<file path="src/rtl/sr_ctrl_pkg.sv">
// Shared definitions for the SR bank scheduler.
//   state_t  : FSM encoding (ST_IDLE, ST_DRIVE, ST_CHECK)
//   OP_RESET : request clears the target bit
//   OP_SET   : request sets the target bit
package sr_ctrl_pkg;

    typedef enum logic [1:0] {
        ST_IDLE  = 2'd0,
        ST_DRIVE = 2'd1,
        ST_CHECK = 2'd2
    } state_t;

    localparam logic OP_RESET = 1'b0;
    localparam logic OP_SET   = 1'b1;

endpackage

</file>
<file path="src/rtl/rr_arbiter.sv">
// Combinational round-robin arbiter. Searches upward from ptr, wrapping
// modulo NREQ, and returns the first asserted request.
// Ports:
//   req     in   NREQ  pending requests
//   ptr     in   IW    highest-priority requester (held by the parent)
//   en      in   1     arbitration enable; no grant when low
//   gnt     out  NREQ  one-hot grant
//   gnt_idx out  IW    binary index of the granted requester
module rr_arbiter #(
    parameter int NREQ = 4,
    parameter int IW   = 3
) (
    input  logic [NREQ-1:0] req,
    input  logic [IW-1:0]   ptr,
    input  logic            en,
    output logic [NREQ-1:0] gnt,
    output logic [IW-1:0]   gnt_idx
);

    always_comb begin
        int  j;
        logic found;
        gnt     = '0;
        gnt_idx = '0;
        found   = 1'b0;
        j       = 0;
        if (en) begin
            for (int k = 0; k < NREQ; k++) begin
                j = (int'(ptr) + k) % NREQ;
                if (!found && req[j]) begin
                    found   = 1'b1;
                    gnt[j]  = 1'b1;
                    gnt_idx = IW'(j);
                end
            end
        end
    end

endmodule

</file>
<file path="src/rtl/sr_bank_scheduler.sv">
// Round-robin scheduler sharing one bank of WIDTH SR flip-flops among NREQ
// requesters. One request at a time: a single-cycle S or R pulse, then a
// check of the fed-back Q. S and R are never both active and at most one
// bit is ever driven.
// Ports:
//   clk, rst   clock (rising edge), async active-high reset
//   req_valid  in   NREQ       pending request per requester
//   req_op     in   NREQ       1 = set, 0 = reset
//   req_idx    in   NREQ*IDXW  target bit, requester i at [i*IDXW +: IDXW]
//   q          in   WIDTH      bank Q feedback
//   req_ready  out  NREQ       one-hot completion pulse
//   req_err    out  1          valid with req_ready; Q mismatch or bad index
//   s, r       out  WIDTH      bank S/R drive
//   busy       out  1          not in IDLE
//   grant_id   out  IDXW       current/last granted requester
//
// state    | meaning
// ST_IDLE  | arbitrating; grant latched on the edge leaving this state
// ST_DRIVE | one-cycle S or R pulse on the latched bit
// ST_CHECK | req_ready to the grantee, req_err from live Q
module sr_bank_scheduler
    import sr_ctrl_pkg::*;
#(
    parameter int NREQ  = 4,
    parameter int WIDTH = 8,
    parameter int IDXW  = 3
) (
    input  logic                 clk,
    input  logic                 rst,
    input  logic [NREQ-1:0]      req_valid,
    input  logic [NREQ-1:0]      req_op,
    input  logic [NREQ*IDXW-1:0] req_idx,
    input  logic [WIDTH-1:0]     q,
    output logic [NREQ-1:0]      req_ready,
    output logic                 req_err,
    output logic [WIDTH-1:0]     s,
    output logic [WIDTH-1:0]     r,
    output logic                 busy,
    output logic [IDXW-1:0]      grant_id
);

    state_t            state, state_nx;
    logic [IDXW-1:0]   ptr;
    logic [IDXW-1:0]   g_r;
    logic [IDXW-1:0]   idx_r;
    logic              op_r;
    logic              ferr_r;

    logic [NREQ-1:0]   gnt;
    logic [IDXW-1:0]   gnt_idx;
    logic              any_req;
    logic [IDXW-1:0]   win_idx;
    logic              win_op;
    logic              win_rng;
    logic              win_qbit;
    logic              cur_qbit;
    logic [WIDTH-1:0]  bit_oh;
    logic [NREQ-1:0]   rdy_oh;

    assign any_req  = |req_valid;
    assign grant_id = g_r;

    rr_arbiter #(
        .NREQ (NREQ),
        .IW   (IDXW)
    ) u_arb (
        .req     (req_valid),
        .ptr     (ptr),
        .en      (state == ST_IDLE),
        .gnt     (gnt),
        .gnt_idx (gnt_idx)
    );

    // Winner's op/idx and the Q bit it targets, used for the skip decision.
    always_comb begin
        win_idx  = '0;
        win_op   = OP_RESET;
        win_qbit = 1'b0;
        for (int i = 0; i < NREQ; i++) begin
            if (gnt[i]) begin
                win_idx = req_idx[i*IDXW +: IDXW];
                win_op  = req_op[i];
            end
        end
        for (int i = 0; i < WIDTH; i++) begin
            if (win_idx == IDXW'(i)) win_qbit = q[i];
        end
    end

    // Range check only exists when the index can address past the bank.
    generate
        if ((1 << IDXW) > WIDTH) begin : g_rng
            assign win_rng = ({1'b0, win_idx} < (IDXW+1)'(WIDTH));
        end else begin : g_full
            assign win_rng = 1'b1;
        end
    endgenerate

    // Latched-bit decode: S/R one-hot, live Q bit, and ready one-hot.
    always_comb begin
        bit_oh   = '0;
        cur_qbit = 1'b0;
        rdy_oh   = '0;
        for (int i = 0; i < WIDTH; i++) begin
            if (idx_r == IDXW'(i)) begin
                bit_oh[i] = 1'b1;
                cur_qbit  = q[i];
            end
        end
        for (int i = 0; i < NREQ; i++) begin
            if (g_r == IDXW'(i)) rdy_oh[i] = 1'b1;
        end
    end

    always_ff @(posedge clk or posedge rst) begin
        if (rst) state <= ST_IDLE;
        else     state <= state_nx;
    end

    always_comb begin
        state_nx  = state;
        s         = '0;
        r         = '0;
        req_ready = '0;
        req_err   = 1'b0;
        busy      = (state != ST_IDLE);
        case (state)
            ST_IDLE: begin
                if (any_req) begin
                    if (!win_rng || (win_qbit == win_op)) state_nx = ST_CHECK;
                    else                                  state_nx = ST_DRIVE;
                end
            end
            ST_DRIVE: begin
                if (op_r == OP_SET) s = bit_oh;
                else                r = bit_oh;
                state_nx = ST_CHECK;
            end
            ST_CHECK: begin
                req_ready = rdy_oh;
                req_err   = ferr_r | (cur_qbit != op_r);
                state_nx  = ST_IDLE;
            end
            default: state_nx = ST_IDLE;
        endcase
    end

    always_ff @(posedge clk or posedge rst) begin
        if (rst) begin
            ptr    <= '0;
            g_r    <= '0;
            idx_r  <= '0;
            op_r   <= OP_RESET;
            ferr_r <= 1'b0;
        end else if (state == ST_IDLE && any_req) begin
            g_r    <= gnt_idx;
            idx_r  <= win_idx;
            op_r   <= win_op;
            ferr_r <= !win_rng;
            ptr    <= (gnt_idx == IDXW'(NREQ-1)) ? '0 : gnt_idx + IDXW'(1);
        end
    end

endmodule
</file>
<file path="config.mk">
export PLATFORM = sky130hd
export DESIGN_NAME = sr_bank_scheduler
export DESIGN_NICKNAME = d
export VERILOG_FILES = /design/src/rtl/sr_ctrl_pkg.sv /design/src/rtl/rr_arbiter.sv /design/src/rtl/sr_bank_scheduler.sv
export SDC_FILE = /design/constraint.sdc
export NUM_CORES = 1
export LEC_CHECK = 0
export ABC_AREA = 0
export CAP_MARGIN = 20
export CORE_ASPECT_RATIO = 0.75
export CORE_MARGIN = 1.5
export CORE_UTILIZATION = 45
export CTS_CLUSTER_SIZE = 20
export DETAILED_ROUTE_END_ITERATION = 10
export PLACE_DENSITY_LB_ADDON = 0.1
export SYNTH_ARGS = -nofsm -noshare
export SYNTH_HDL_FRONTEND = slang
export SYNTH_SLANG_ARGS = --single-unit
</file>
<file path="constraint.sdc">
create_clock -name clk -period 8 [get_ports clk]
set_input_delay 1.6 -clock clk [delete_from_list [all_inputs] [get_ports clk]]
set_output_delay 1.6 -clock clk [all_outputs]
set_load 0.03 [all_outputs]
</file>
==> flow_summary.ini <==
[timing]
setup_slack_ps = 2960
slew_violations = 0
tightest_slew_ps = 667
clock_skew_ps = 1.44
period_needed_ps = 5040
min_period_over_period = 0.630
relSlewSlack = 0.550
fmax_mhz = 198
tns_ps = 0
worst_hold_slack_ps = 579
setup_violations = 0
timing.final.hold_violations = 0
rsz0062_at_grt = no

[grt]
grt_max_degree = 18
grt_overflow_total = 0
first_global_vias = 1409
antenna_found_initial = 0
grt_pass1_wl_um = 6780
track_usage = 0.227

[finish]
fin_nets = 291
antennaDiodeCount = 0
final_cell_mix = clkdlybuf4s50_1 (53), nand2_1 (27), nor2_1 (26), dfrtp_1 (10)
fill_cells = 283
design_area_um2 = 2090
multiInputGateArea_um2 = 1170
final_common_cell = clkdlybuf4s50_1
syn_to_final_growth_pct = 37.6
drive_gt1_frac = 0.0595
seq_area_um2 = 250

[clock_network]
clk_pin_slew_ps = 50
root_buffer = clkbuf_8
cts-hold-fix-buffers = 0
cts_made_buffers = 3
cts_resized = 0
clock_path_buffers = 2
insertion_delay_ps = 240
cts_max_level = 1
cts.sinks = 10
cts_setup_buffers = 0
cts_tree = done

[logic_synthesis]
ys_types = 60
syn_avg_cell_area_um2 = 7.34
synth_edf_count = 0
seq_area_frac_synth = 0.165
ys.warnings.count = 0
syn_inst = 207
ys_dominant_reg_cell = dfrtp_1
ys_async_sr_fraction = 1.00
ys_ff_latch = 10
syn_area_um2 = 1520
syn-num-nets = 245

[placement]
numPortBuffers = 53
pre_cts_ws_ps = 2770
dp_hpwl_um = 3220
gp_congestion = 0.854
placed_area_um2 = 2040

[floorplan]
initial_core_util = 0.465
dieHeight_um = 53.3
io_pins = 55
num_rows = 18
die_w_um = 70.1
die_area_um2 = 3740
core_um2 = 3270

[routing]
vias = 1659
drt_iter0_markers = 135
antenna_left = 0
wire_per_inst_um = 13.9
via_per_inst = 5.68
drt-total-wl_um = 4070
firstDrtPassIters = 4
drc = 0

[pwr]
irDropWorstVdd_uv = 238
power_leakage_uw = 0.000835
p_per_area_nw_per_um2 = 396

[critical_path]
cp_data_arrival_time_ps = 3440
cp_max_fo = 2
crit_type = primary input to output port
cp-start-kind = primary input
crit_required_ps = 6400
endpoint_kind = output port

[job]
drv_cap = 0

[min_path]
hold_class = register to register

[status]
status = finished clean
==> metrics by stage <==
stage	total power, uW	util	cells
2_1_floorplan	624	-	207
3_3_place_gp	761	0.623	288
3_5_place_dp	758	0.623	288
4_1_cts	828	0.640	292
5_1_grt	911	0.640	292
6_report	828	0.640	292
==> routing by layer <==
metal / wire length (um) / GRT usage
met1: 2240 / 0.365
met2: 1460 / 0.278
met3: 349 / 0.0686
met4: 19 / 0.0513
met5: 0 / 0
==> critical path: stages <==
cell,delay (ps)
clkdlybuf4s50_1,430
mux2_2,280
o22ai_1,120
a21oi_1,100
xnor2_1,140
nor2_1,100
clkdlybuf4s50_1,680
==> registers in the layout, summed over array words and instances, names as in the netlist <==
register and cells:
grant_id 2, idx_r 3, op_r 1, ptr 2
state 2
==> area by class of cell <==
cell class | instances | share of cell area
Timing Repair Buffer | 53 | 0.254
Tap cell | 40 | 0.0239
Multi-Input combinational cell | 176 | 0.560
Inverter | 9 | 0.0162
Sequential cell | 10 | 0.120
Clock buffer | 4 | 0.0263
==> power by group <==
part / total [uW] / internal [uW] / switching (uW) / leakage (uW)
clock: 63.3 / 43.3 / 20.1 / 0.0000288
combinational: 628 / 278 / 350 / 0.000683
sequential: 137 / 77.8 / 59.3 / 0.000123
==> cell usage after synthesis (3+ instances only) <==
master	number	area [um^2]
nor2b_1	5	31.3
nand2b_1	7	43.8
and3_1	4	25.0
nor3_1	8	40.0
o21ai_0	8	40.0
nor2_1	26	97.6
mux2i_1	3	30.0
inv_1	8	30.0
nor4_1	3	18.8
o211ai_1	4	30.0
a221o_1	3	30.0
nand2_1	27	101
a31oi_1	3	18.8
dfrtp_1	10	250
nand3_1	3	15.0
a2111oi_0	4	35.0
a21oi_1	5	25.0
a221oi_1	3	26.3
and2_1	4	25.0
ha_1	8	100
nor3b_1	3	22.5
a22oi_1	3	22.5
buf_2	3	15.0
clkbuf_1	5	18.8
==> cell families after synthesis <==
logic type                 count (synthesis)  synth area share
muxes                                      7            0.0593
other                                      1           0.00247
and+or+nand+nor                          105             0.364
buffers and inverters                     21            0.0642
xor gates and xnor gates                   3            0.0173
AOI/OAI and AO/OA                         52             0.262
DFF                                       10             0.165
adders and majority gates                  8            0.0659
==> final timing paths <==
| path | cells after the start | from | slack, ps | end |
|---|---|---|---|---|
| setup / recovery | 7 | q[2] | 2960 | req_err |
| setup reg to reg | 13 | ptr[0] | 3100 | state[1] |
| hold reg to reg | 2 | op_r | 580 | op_r |
| hold / removal | 2 | op_r | 580 | op_r |
| max in group asynchronous | 2 | rst | 6100 | ptr[0] |
| min in group asynchronous | 2 | rst | 1630 | idx_r[0] |
Power figures use the tool's default switching activity.
